<file path="src/rtl/divider_ctrl.sv">
// Run-time controller for the counter-based clock divider.
// Optional period counter output enabled by DIV_CTRL_PERIOD_CNT_EN.
module divider_ctrl #(
  parameter int              W       = 28,
  parameter logic [W-1:0]    DIV_RST = {{(W-1){1'b0}}, 1'b1}
) (
  input  logic         clk,
  input  logic         rst,
  input  logic         start,
  input  logic         stop,
  input  logic         cfg_valid,
  input  logic [W-1:0] cfg_div,
  output logic         cfg_ready,
  output logic         clkout,
  output logic         tick,
  output logic         busy,
  output logic [W-1:0] div_active
`ifdef DIV_CTRL_PERIOD_CNT_EN
  ,
  output logic [15:0]  periods
`endif
);

  typedef enum logic [1:0] {
    S_IDLE,
    S_RUN,
    S_DRAIN
  } state_t;

  localparam logic [W-1:0] ONE = {{(W-1){1'b0}}, 1'b1};

  state_t         r_state;
  logic [W-1:0]   r_cnt;
  logic [W-1:0]   r_div;
  logic [W-1:0]   r_pend;
  logic           r_pend_v;
  logic           r_clkout;
  logic           r_tick;

  logic           w_busy;
  logic           w_hit;
  logic           w_acc;
  logic           w_stop_lo;
  logic           w_fall;

  assign w_busy    = (r_state != S_IDLE);
  assign w_hit     = (r_cnt == r_div);
  assign w_acc     = cfg_valid && !r_pend_v;
  // A stop while low ends at once; it also pre-empts a rising toggle.
  assign w_stop_lo = (r_state == S_RUN) && stop && !r_clkout;
  // Full-period boundary: the 1->0 toggle of clkout.
  assign w_fall    = w_busy && w_hit && r_clkout;

  assign cfg_ready  = !r_pend_v;
  assign clkout     = r_clkout;
  assign tick       = r_tick;
  assign busy       = w_busy;
  assign div_active = r_div;

  // Main FSM: state, phase counter, divided clock, ratio and pending slot.
  always_ff @(posedge clk) begin
    if (rst) begin
      r_state  <= S_IDLE;
      r_cnt    <= '0;
      r_div    <= DIV_RST;
      r_pend   <= '0;
      r_pend_v <= 1'b0;
      r_clkout <= 1'b0;
      r_tick   <= 1'b0;
    end else begin
      r_tick <= 1'b0;
      unique case (r_state)
        S_IDLE: begin
          r_cnt    <= '0;
          r_clkout <= 1'b0;
          if (r_pend_v) begin
            r_div    <= r_pend;
            r_pend_v <= 1'b0;
          end else if (w_acc) begin
            r_div <= cfg_div;
          end
          if (start && !stop) begin
            r_state <= S_RUN;
          end
        end
        S_RUN, S_DRAIN: begin
          if (w_stop_lo) begin
            r_state <= S_IDLE;
            r_cnt   <= '0;
          end else if (w_hit) begin
            r_cnt    <= '0;
            r_clkout <= ~r_clkout;
            r_tick   <= ~r_clkout;
            if (r_clkout) begin
              if (r_pend_v) begin
                r_div <= r_pend;
              end
              if ((r_state == S_DRAIN) || stop) begin
                r_state <= S_IDLE;
              end
            end
          end else begin
            r_cnt <= r_cnt + ONE;
            if ((r_state == S_RUN) && stop && r_clkout) begin
              r_state <= S_DRAIN;
            end
          end
          // The slot is only filled when empty; a value taken on a
          // boundary cycle waits for the following boundary.
          if (w_acc) begin
            r_pend   <= cfg_div;
            r_pend_v <= 1'b1;
          end else if (w_fall) begin
            r_pend_v <= 1'b0;
          end
        end
        default: begin
          r_state <= S_IDLE;
        end
      endcase
    end
  end

`ifdef DIV_CTRL_PERIOD_CNT_EN
  logic [15:0] r_periods;

  assign periods = r_periods;

  // Count completed periods; cleared by a start from IDLE, wraps at 16 bits.
  always_ff @(posedge clk) begin
    if (rst) begin
      r_periods <= 16'd0;
    end else if ((r_state == S_IDLE) && start && !stop) begin
      r_periods <= 16'd0;
    end else if (w_fall) begin
      r_periods <= r_periods + 16'd1;
    end
  end
`endif

endmodule
</file>
<file path="config.mk">
export PLATFORM = sky130hd
export DESIGN_NAME = divider_ctrl
export DESIGN_NICKNAME = d
export VERILOG_FILES = /design/src/rtl/divider_ctrl.sv
export SDC_FILE = /design/constraint.sdc
export NUM_CORES = 1
export LEC_CHECK = 0
export CORE_AREA = 3 3 125 79
export DETAILED_ROUTE_END_ITERATION = 10
export DIE_AREA = 0 0 128 82
export PLACE_DENSITY = 0.75
export SETUP_SLACK_MARGIN = 0.3
export SLEW_MARGIN = 5
export SYNTH_ARGS = -nofsm -noshare
export SYNTH_HDL_FRONTEND = slang
export SYNTH_SLANG_ARGS = --single-unit
</file>
<file path="constraint.sdc">
create_clock -name clk -period 2.03 [get_ports clk]
set_input_delay 0.609 -clock clk [delete_from_list [all_inputs] [get_ports clk]]
set_output_delay 0.609 -clock clk [all_outputs]
set_load 0.01 [all_outputs]
</file>
==> flow_metrics.py, run 1 <==
metrics = {
    "critical_path": {
        "critical_path_peak_fanout": 5,
        "crit_path_start": "r_cnt[0]$_SDFFE_PP0P_",
        "endpoint_kind": "register",
        "setup.worst_path.start_class": "register",
        "cpPeakStageDelay_ps": 450,
        "r2r_start": "r_cnt[0]$_SDFFE_PP0P_",
        "crit_arrival_ps": 2450,
        "path_cells": "buf_4, ha_1, nand4_1, or3_4, or2_2, nand3_1, o311ai_4",
        "crit_path_top_delay_cell": "or3_4",
        "required_arrival_time_at_the_worst_endpoint_ps": 2250,
        "timing_worst_setup_path_type": "register to register",
    },
    "cts": {
        "cts_buffers": 9,
        "skew_pair_late_insertion_delay_ps": 350,
        "clock_sinks": 89,
        "cts.reportedPaths.clkPinSlew_ps": 70,
        "htree_levels": 3,
        "root_cell_of_the_clock_tree": "clkbuf_16",
        "cts_hold_buf": 0,
        "ctsLongestPathBuffers": 2,
        "cts_tree": "built",
    },
    "grt": {
        "grt_first_pass_wirelength_um": 22850,
        "grt_remaining_overflow": 0,
        "grt_pass1_vias": 4538,
        "number_of_antenna_violations_at_the_first_check_in_global_routing": 0,
        "global_route.usage.total_pct": 27.76,
        "grt_max_degree": 67,
    },
    "floorplan": {
        "die_width_um": 128,
        "floorplan.die.height_um": 82,
        "rows": 27,
        "start_util_pct": 47.73,
        "floorplan.core_area_sq_mm": 0.008919,
        "io_pins": 65,
        "die_area_sq_mm": 0.01050,
    },
    "drt": {
        "via_count": 4962,
        "ant_nets": 0,
        "initialDrtViolationCount": 496,
        "wl_um": 16860,
        "firstDrtPassIters": 5,
        "drt-wirelength-per-cell_um": 20.55,
        "remaining_drc_errors": 0,
        "vias_per_cell": 6.051,
    },
    "yosys": {
        "syn-instance-count": 546,
        "synthesis.yosys.warnings": 0,
        "synth_fp_nets": 584,
        "netlist-cell-type-count": 43,
        "syn-mean-instance-area_sq_um": 7.796,
        "yosysSeqAreaShare_pct": 41.86,
        "yosys_register_bits": 89,
        "post_synth_instance_area_sq_mm": 0.004257,
        "synth-async-reset-ratio_pct": 0,
        "synth-edff-count": 0,
        "synth_flop_cell": "dfxtp_1",
    },
    "sta": {
        "timing.final.ws_setup_ps": -197.9,
        "finalHoldViolCount": 0,
        "finClkSkew_ps": 13.71,
        "final.setup.tns_ps": -5472,
        "worst_pin_slew_ps": 714.4,
        "setup_repair_after_global_routing_missed_its_margin": "yes",
        "layout_worst_path_cycle_share_pct": 109.7,
        "slew_violations": 0,
        "max-slew-margin-rel_pct": 52.37,
        "fmax_ghz": 0.4489,
        "period_minus_slack_ps": 2228,
        "report.final.setup_viol": 57,
    },
    "worst_hold_path": {
        "holdCritStartpoint": "r_pend[6]$_SDFFE_PP0P_",
        "min_path_type": "register to register",
    },
    "flow_run": {
        "drv.max_cap_violation_count": 0,
    },
    "layout": {
        "post_route_cells_drive_above_1_share_pct": 31.68,
        "final_nets": 737,
        "layoutNonFillerInstCount": 820,
        "antennaDiodeCount": 0,
        "area_growth_pct": 61.88,
    },
    "placement": {
        "gpl.final_weighted_congestion": 0.8847,
        "hpwlAfterDp_um": 9140,
        "placed_cells_incl_taps": 771,
        "port_buffers": 64,
    },
    "pwr": {
        "power.leakage_uw": 0.002777,
        "power_density_mw_per_mm2": 1345,
        "vdd_drop_max_mv": 0.6990,
        "total_power_uw": 9268,
    },
    "run_status": {
        "status": "finished, violations left",
        "failed_checks": "negative setup slack",
    },
}
## final timing paths
path | to | slack, ps | cells after the start
hold reg to reg | r_pend[6]$_SDFFE_PP0P_ | 450 | 2
setup / recovery | r_cnt[12]$_SDFFE_PP0P_ | -200 | 7
hold / removal | r_pend[6]$_SDFFE_PP0P_ | 450 | 2
setup reg to reg | r_cnt[12]$_SDFFE_PP0P_ | -200 | 7
## cell type report
type / instances / area, sq um
clock inverters: 2 / 16.27
repair buffers: 180 / 1873
fillers: 606 / 2028
flip-flops and latches: 89 / 1833
well taps: 116 / 145.1
multi-input cells: 409 / 2688
inverters: 10 / 40.04
clock buffers: 14 / 295.3
## logic make-up after synthesis
| logic type | share of synthesized area (%) |
|---|---|
| simple gates | 24.84 |
| compound gates | 18.84 |
| flops | 41.86 |
| buf+inv | 4.850 |
| xor+xnor | 7.407 |
| fa+ha+maj | 1.470 |
| mux | 0.7349 |
## state kept, by name, summed over array words and instances (netlist names)
name	count
div_active	28
r_state	2
r_pend_v	1
clkout	1
r_pend	28
tick	1
r_cnt	28
## routing by layer
layer | routed length [um] | GRT usage [%] | vias to the layer above | part of all wire (%)
met5 | 0 | 0 | - | 0
met4 | 399 | 9.004 | 0 | 2.4
met3 | 1706 | 6.823 | 44 | 10
met2 | 7660 | 44.68 | 312 | 45
met1 | 7089 | 36.94 | 2384 | 42
li1 | - | - | 2222 | -
## critical path, delay by kind of cell (launching register included)
family / cells / cell delay [ps]
AND/OR/NAND/NOR: 4 / 1210
AO/OA/AOI/OAI: 1 / 120
adder cells (fa/ha/maj): 1 / 210
buffers and inverters: 1 / 170
flip-flops: 1 / 390
## cell usage in the layout, fill, tap and decap left out, types with 5 or more instances in the layout
cell	netlist	routed
nor2_1	41	36
clkbuf_16	0	17
o311ai_4	0	10
nand3_1	29	21
a21oi_1	38	37
dlygate4sd2_1	0	22
o21ai_0	40	28
buf_6	1	17
xnor2_1	5	5
dfxtp_4	0	6
nand3_2	0	7
dfxtp_2	0	23
buf_12	0	9
nor4_1	8	5
a311oi_1	27	25
nand4_1	7	7
clkdlybuf4s50_1	0	31
clkdlybuf4s15_1	0	8
nand2_1	123	121
inv_1	10	6
xor2_1	31	30
dfxtp_1	89	60
o21ai_2	0	8
buf_4	3	78
## through the flow
stage | worst slack (ps) | hold slack [ps] | instance area [sq um] | util (%)
after detailed placement | -247.6 | 443.4 | 5643 | 63.27
after floorplan | 72.17 | 431.8 | 4395 | -
after CTS | -120.1 | 452.5 | 6216 | 69.70
after global placement | -179.5 | 438.2 | 5643 | 63.27
final | -197.9 | 454.5 | 6890 | 77.26
after global routing | -286.7 | 470.7 | 6890 | 77.26
## Yosys cell counts, types with 2 or more instances
library cell,n,area share [%]
nor2_1,41,3.6
clkbuf_1,27,2.4
a311oi_1,27,5.6
inv_1,10,0.88
xor2_1,31,6.4
o21ai_0,40,4.7
mux2i_1,2,0.47
buf_2,5,0.59
and4_1,2,0.41
o31ai_1,2,0.35
nor2b_1,3,0.44
ha_1,5,1.5
buf_4,3,0.53
or3_1,7,1.0
xnor2_1,5,1.0
or2_2,2,0.29
nor3_1,4,0.47
nand4_1,7,1.0
dfxtp_1,89,42
o311ai_0,11,2.3
nand3_1,29,3.4
nand2_1,123,11
a21oi_1,38,4.5
nor4_1,8,1.2
and3_1,4,0.59
nand2b_1,2,0.29
and2_1,3,0.44
## power by group
group          switching (uW)  internal, uW  total, uW
combinational            2500          2510       5010
sequential                343          2210       2550
clock                     699          1010       1710
total                    3540          5730       9270
## repair_timing
item,4_1_cts,5_1_grt
gates cloned,4,8
setup endpoints to repair,121,98
setup buffers,6,15
pin swaps,22,35
resized for setup,92,76
Power figures use the tool's default switching activity.
==> run 2: changes to the inputs <==
Settings changed: CORE_AREA 3 3 125 79 to 3 3 118 75, DIE_AREA 0 0 128 82 to 0 0 121 78, PLACE_DENSITY 0.75 to 0.79.
Clock period 2.03 ns to 2.84 ns, I/O delays scaled along.
==> run 2 against run 1 <==
The flow now finishes without violations; sequential cell count did not move; final area fell by 22%; first-iteration DRC count rose by 2.4%; critical path depth did not move; fmax fell by 5.7%; critical path type unchanged; highest routed layer unchanged.
==> flow_metrics.py, run 2 (synthesis gave the netlist of run 1 again) <==
metrics = {
    "sta": {
        "timing.final.ws_setup_ps": 477.4,
        "layout_worst_path_cycle_share_pct": 83.19,
        "slew_violations": 0,
        "finClkSkew_ps": 6.979,
        "max-slew-margin-rel_pct": 52.73,
        "report.final.setup_viol": 0,
        "finalHoldViolCount": 0,
        "final.setup.tns_ps": 0,
        "period_minus_slack_ps": 2363,
        "worst_pin_slew_ps": 703.7,
        "setup_repair_after_global_routing_missed_its_margin": "no",
        "fmax_ghz": 0.4233,
    },
    "cts": {
        "cts_tree": "built",
        "clock_sinks": 89,
        "skew_pair_late_insertion_delay_ps": 340,
        "ctsLongestPathBuffers": 2,
        "root_cell_of_the_clock_tree": "clkbuf_16",
        "htree_levels": 3,
        "cts.reportedPaths.clkPinSlew_ps": 60,
        "cts_buffers": 9,
    },
    "drt": {
        "wl_um": 11760,
        "via_count": 4203,
        "remaining_drc_errors": 0,
        "initialDrtViolationCount": 508,
        "drt-wirelength-per-cell_um": 16.38,
        "ant_nets": 0,
        "firstDrtPassIters": 5,
        "vias_per_cell": 5.854,
    },
    "floorplan": {
        "die_width_um": 121,
        "floorplan.core_area_sq_mm": 0.007789,
        "die_area_sq_mm": 0.009438,
        "rows": 25,
        "floorplan.die.height_um": 78,
        "start_util_pct": 54.65,
        "io_pins": 65,
    },
    "placement": {
        "placed_cells_incl_taps": 698,
        "gpl.final_weighted_congestion": 0.9074,
        "hpwlAfterDp_um": 8279,
        "port_buffers": 64,
        "place_worst_setup_slack_ps": 169.2,
        "placedInstanceArea_sq_mm": 0.005025,
    },
    "grt": {
        "number_of_antenna_violations_at_the_first_check_in_global_routing": 0,
        "grt_pass1_vias": 3860,
        "grt_max_degree": 67,
        "grt_remaining_overflow": 0,
        "grt_first_pass_wirelength_um": 19420,
        "global_route.usage.total_pct": 25.82,
    },
    "critical_path": {
        "critical_path_peak_fanout": 7,
        "timing_worst_setup_path_type": "register to register",
        "crit_path_top_delay_cell": "or4_1",
        "r2r_start": "r_cnt[12]$_SDFFE_PP0P_",
        "crit_arrival_ps": 2630,
        "cpLargestDelayFamily": "simple AND/OR/NAND/NOR gates",
        "cp_num_buf_inv": 1,
        "endpoint_kind": "register",
        "worst_r2r_path_depth": 7,
        "setup.worst_path.start_class": "register",
        "cpPeakStageDelay_ps": 480,
        "worst-r2r-setup-slack_ps": 480,
        "path_cells": "xor2_1, nor4_1, nand4_1, buf_4, or2_1, or4_1, a31oi_1",
        "required_arrival_time_at_the_worst_endpoint_ps": 3110,
        "r2r-end": "clkout$_SDFFE_PP0P_",
    },
    "layout": {
        "antennaDiodeCount": 0,
        "layout.cells.most_common": "nand2_1",
        "area_occupied_by_registers_sq_mm": 0.001782,
        "filler_cell_count": 613,
        "final_nets": 643,
        "area_growth_pct": 25.96,
        "post_route_cells_drive_above_1_share_pct": 7.377,
        "layoutNonFillerInstCount": 718,
        "most_used_cells_in_the_layout_excluding_fill_and_tap_cells": "123 x nand2_1, 89 x dfxtp_1, 62 x clkdlybuf4s50_1, 40 x o21ai_0, 39 x nor2_1",
        "post-route-cell-area_sq_mm": 0.005361,
        "multi_input_comb_area_sq_mm": 0.002287,
    },
    "worst_hold_path": {
        "holdCritStartpoint": "r_pend[8]$_SDFFE_PP0P_",
        "timing.hold.worst_endpoint": "r_pend[8]$_SDFFE_PP0P_",
        "instance_count_along_the_most_critical_hold_path": 2,
        "min_path_type": "register to register",
    },
    "pwr": {
        "internal_cell_power_uw": 3234,
        "total_power_uw": 5196,
        "pwr-share-seq_pct": 35.5,
        "netSwitchingPower_uw": 1962,
        "power_density_mw_per_mm2": 969.2,
        "vdd_drop_max_mv": 0.4596,
        "combPwrFrac_pct": 41.1,
        "power.leakage_uw": 0.001969,
        "switching_share_pct": 37.76,
        "clkPwrFrac_pct": 23.5,
    },
    "run_status": {
        "status": "complete, no violations",
    },
    "flow_run": {
        "drv.max_cap_violation_count": 0,
    },
}
==> run 2: power by group through the flow <==
| stage | registers [uW] | clock network, uW | logic [uW] |
|---|---|---|---|
| global route | 1880 | 1290 | 2320 |
| finish | 1840 | 1220 | 2130 |
| detailed placement | 1870 | 0 | 2060 |
| CTS | 1850 | 1230 | 2100 |
| floorplan | 1860 | 0 | 1110 |
| global placement | 1870 | 0 | 2010 |
==> run 2: cell type report <==
| cell class | count | share of cell area [%] |
|---|---|---|
| Tap cell | 108 | 2.520 |
| Clock inverter | 4 | 0.9568 |
| Sequential cell | 89 | 33.23 |
| Inverter | 10 | 0.7001 |
| Clock buffer | 12 | 4.784 |
| Timing Repair Buffer | 86 | 15.15 |
| Multi-Input combinational cell | 409 | 42.66 |
==> run 2: worst max-delay path by stage <==
stage	startpoint	endpoint	cells past startpoint	slack (ps)
final	r_cnt[12]$_SDFFE_PP0P_	clkout$_SDFFE_PP0P_	7	480
after global routing	r_cnt[12]$_SDFFE_PP0P_	clkout$_SDFFE_PP0P_	7	360
after CTS	r_cnt[12]$_SDFFE_PP0P_	clkout$_SDFFE_PP0P_	7	370
after detailed placement	cfg_valid	div_active[21]$_SDFFE_PP0P_	7	170
after global placement	cfg_valid	div_active[17]$_SDFFE_PP0P_	7	240
after floorplan	r_state[0]$_SDFFE_PP0P_	r_cnt[20]$_SDFFE_PP0P_	10	620
==> run 2: per-stage QoR <==
step	hold slack [ps]	utilization, %
2_1_floorplan	431.8	-
3_3_place_gp	437.5	64.51
3_5_place_dp	444.1	64.51
4_1_cts	452.5	68.74
5_1_grt	471.6	68.84
6_report	452.7	68.84
==> run 2: routing by layer <==
| metal | routed length [um] | global-route usage [%] | up-vias |
|---|---|---|---|
| met5 | 0 | 0 | - |
| met4 | 167 | 8.145 | 0 |
| met3 | 1033 | 6.336 | 20 |
| met2 | 5190 | 38.67 | 200 |
| met1 | 5369 | 36.48 | 1951 |
| li1 | - | - | 2032 |
==> run 2: worst register-to-register path, stage by stage (launching register included) <==
cell,delay [ps]
dfxtp_1,460
xor2_1,120
nor4_1,380
nand4_1,230
buf_4,210
or2_1,290
or4_1,480
a31oi_1,130
==> run 2: what timing repair did <==
| action | in CTS | in global routing |
|---|---|---|
| gates cloned | 0 | 0 |
| hold buffers | 0 | 0 |
| pin swaps | 1 | 1 |
| buffers inserted | 3 | 1 |
| resized for setup | 1 | 0 |
| setup endpoints to repair | 21 | 11 |
==> run 3: changes to the inputs <==
Settings changed: CORE_AREA 3 3 118 75 to 3 3 125 79, DIE_AREA 0 0 121 78 to 0 0 128 82, PLACE_DENSITY 0.79 to 0.75.
Clock period 2.84 ns to 1.93 ns, I/O delays scaled along.
==> run 3 against run 2 <==
Via count rose by 16%; setup slack got worse by 750 ps; sequential share of layout area fell by 6.2 points; core utilization rose by 7.8 points; die area rose by 11%; clock-buffer cell count fell by 1; non-clock buffer count rose by 92; clock skew fell by 1.4 ps; the flow now finishes with violations (negative setup slack); clock power rose by 51%; combinational power rose by 130%; total power rose by 83%; first-iteration DRC count fell by 5.1%.
==> flow_metrics.py, run 3 (synthesis gave the netlist of run 1 again) <==
metrics = {
    "critical_path": {
        "setup.worst_path.start_class": "register",
        "crit_path_top_delay_cell": "or4_1",
        "worst_r2r_path_depth": 7,
        "r2r-end": "clkout$_SDFFE_PP0P_",
        "critical_path_peak_fanout": 4,
        "endpoint_kind": "register",
        "r2r_start": "r_cnt[16]$_SDFFE_PP0P_",
        "worst-r2r-setup-slack_ps": -280,
        "timing_worst_setup_path_type": "register to register",
        "path_cells": "xor2_1, nor4_2, nand4_1, buf_6, or2_4, or4_1, a31oi_1",
        "crit_arrival_ps": 2460,
        "cpPeakStageDelay_ps": 480,
        "required_arrival_time_at_the_worst_endpoint_ps": 2180,
    },
    "layout": {
        "area_growth_pct": 60.55,
        "filler_cell_count": 589,
        "post-route-cell-area_sq_mm": 0.006834,
        "post_route_cells_drive_above_1_share_pct": 38.75,
        "layoutNonFillerInstCount": 818,
        "antennaDiodeCount": 0,
        "layout.cells.most_common": "nand2_1",
        "most_used_cells_in_the_layout_excluding_fill_and_tap_cells": "122 x nand2_1, 82 x buf_4, 48 x dfxtp_1, 36 x a21oi_1, 36 x dfxtp_2",
        "final_nets": 735,
    },
    "placement": {
        "port_buffers": 64,
        "placedInstanceArea_sq_mm": 0.005738,
        "place_worst_setup_slack_ps": -322.9,
        "hpwlAfterDp_um": 9060,
        "gpl.final_weighted_congestion": 0.9178,
        "placed_cells_incl_taps": 777,
    },
    "drt": {
        "remaining_drc_errors": 0,
        "initialDrtViolationCount": 482,
        "firstDrtPassIters": 5,
        "vias_per_cell": 5.949,
        "ant_nets": 0,
        "drt-wirelength-per-cell_um": 18.81,
        "via_count": 4866,
        "wl_um": 15390,
    },
    "floorplan": {
        "floorplan.core_area_sq_mm": 0.008919,
        "io_pins": 65,
        "die_area_sq_mm": 0.01050,
        "die_width_um": 128,
        "rows": 27,
        "start_util_pct": 47.73,
        "floorplan.die.height_um": 82,
    },
    "worst_hold_path": {
        "min_path_type": "register to register",
        "holdCritStartpoint": "r_pend[0]$_SDFFE_PP0P_",
        "instance_count_along_the_most_critical_hold_path": 2,
        "timing.hold.worst_endpoint": "r_pend[0]$_SDFFE_PP0P_",
    },
    "cts": {
        "ctsLongestPathBuffers": 2,
        "cts_hold_buf": 0,
        "skew_pair_late_insertion_delay_ps": 350,
        "clock_sinks": 89,
        "root_cell_of_the_clock_tree": "clkbuf_16",
        "htree_levels": 3,
        "cts.reportedPaths.clkPinSlew_ps": 70,
        "cts_tree": "built",
        "cts_buffers": 9,
    },
    "grt": {
        "grt_pass1_vias": 4457,
        "grt_remaining_overflow": 0,
        "number_of_antenna_violations_at_the_first_check_in_global_routing": 0,
        "grt_first_pass_wirelength_um": 22790,
        "global_route.usage.total_pct": 28.02,
        "grt_max_degree": 51,
    },
    "pwr": {
        "vdd_drop_max_mv": 0.8102,
        "power.leakage_uw": 0.002701,
        "power_density_mw_per_mm2": 1388,
        "total_power_uw": 9489,
    },
    "sta": {
        "finClkSkew_ps": 5.561,
        "holdWs_ps": 451.3,
        "layout_worst_path_cycle_share_pct": 114.4,
        "max-slew-margin-rel_pct": 62.79,
        "fmax_ghz": 0.4530,
        "report.final.setup_viol": 57,
        "timing.final.ws_setup_ps": -277.4,
        "setup_repair_after_global_routing_missed_its_margin": "yes",
        "slew_violations": 0,
        "worst_pin_slew_ps": 558.2,
        "period_minus_slack_ps": 2207,
        "finalHoldViolCount": 0,
    },
    "run_status": {
        "status": "finished, violations left",
        "failed_checks": "negative setup slack",
    },
    "flow_run": {
        "drv.max_cap_violation_count": 0,
    },
}
run 3: cell types whose count changed in the layout (fill, tap and decap cells not counted), moves of 7 or more:
| cell | change |
|---|---|
| o311ai_4 | +9 |
| o21ai_0 | -12 |
| nand3_2 | +10 |
| nand3_1 | -12 |
| buf_2 | +11 |
| dfxtp_2 | +36 |
| o311ai_0 | -11 |
| clkdlybuf4s50_1 | -31 |
| buf_6 | +16 |
| dfxtp_1 | -41 |
| buf_4 | +61 |
| o21ai_2 | +7 |
| clkbuf_2 | +13 |
run 3: per-layer routing:
metal  wire length, um  global-route usage [%]  share of wire (%)
met1              6522                   37.16                 42
met2              7198                   47.34                 47
met3              1383                   5.393                9.0
met4               284                   7.203                1.8
met5                 0                       0                  0
run 3: critical path: cells and delay by family, from the launching register on:
family	cells	cell delay, ps
and+or+nand+nor	4	1250
xor gates and xnor gates	1	180
AOI/OAI and AO/OA	1	200
DFF	1	330
buffers and inverters	1	160
run 3: power by group:
group,switching [uW],internal [uW]
registers,380,2340
clock network,759,1080
logic,2470,2450
total,3610,5880
run 3: worst max-delay path by stage:
stage	slack [ps]	end	cells after the start	from
final	-280	clkout$_SDFFE_PP0P_	7	r_cnt[16]$_SDFFE_PP0P_
after global routing	-340	div_active[19]$_SDFFE_PP0P_	9	div_active[7]$_SDFFE_PP0P_
after CTS	-220	div_active[24]$_SDFFE_PP0P_	9	r_cnt[17]$_SDFFE_PP0P_
after detailed placement	-320	div_active[15]$_SDFFE_PP0P_	7	cfg_valid
after global placement	-260	clkout$_SDFFE_PP0P_	7	r_cnt[15]$_SDFFE_PP0P_
after floorplan	-30	clkout$_SDFFE_PP0P_	7	div_active[19]$_SDFFE_PP0P_
run 3: layout make-up:
type | instances | area, sq um | area share, %
multi-input cells | 409 | 2791 | 40.85
inverters | 10 | 40.04 | 0.5859
clock inverters | 5 | 61.31 | 0.8971
repair buffers | 178 | 1698 | 24.84
clock buffers | 11 | 252.7 | 3.698
well taps | 116 | 145.1 | 2.124
flip-flops and latches | 89 | 1846 | 27.00
run 3: through the flow:
stage          util, %  TNS, ps
2_1_floorplan        -   -27.71
4_1_cts          72.40    -8778
5_1_grt          76.63   -13120
6_report         76.63    -9656
3_3_place_gp     64.34   -10900
3_5_place_dp     64.34   -12150
run 3: timing repair:
action | 4_1_cts | 5_1_grt
pin swaps | 17 | 33
gates cloned | 6 | 3
buffers inserted | 9 | 7
gates resized for setup | 140 | 92
endpoints found under the setup margin | 121 | 94
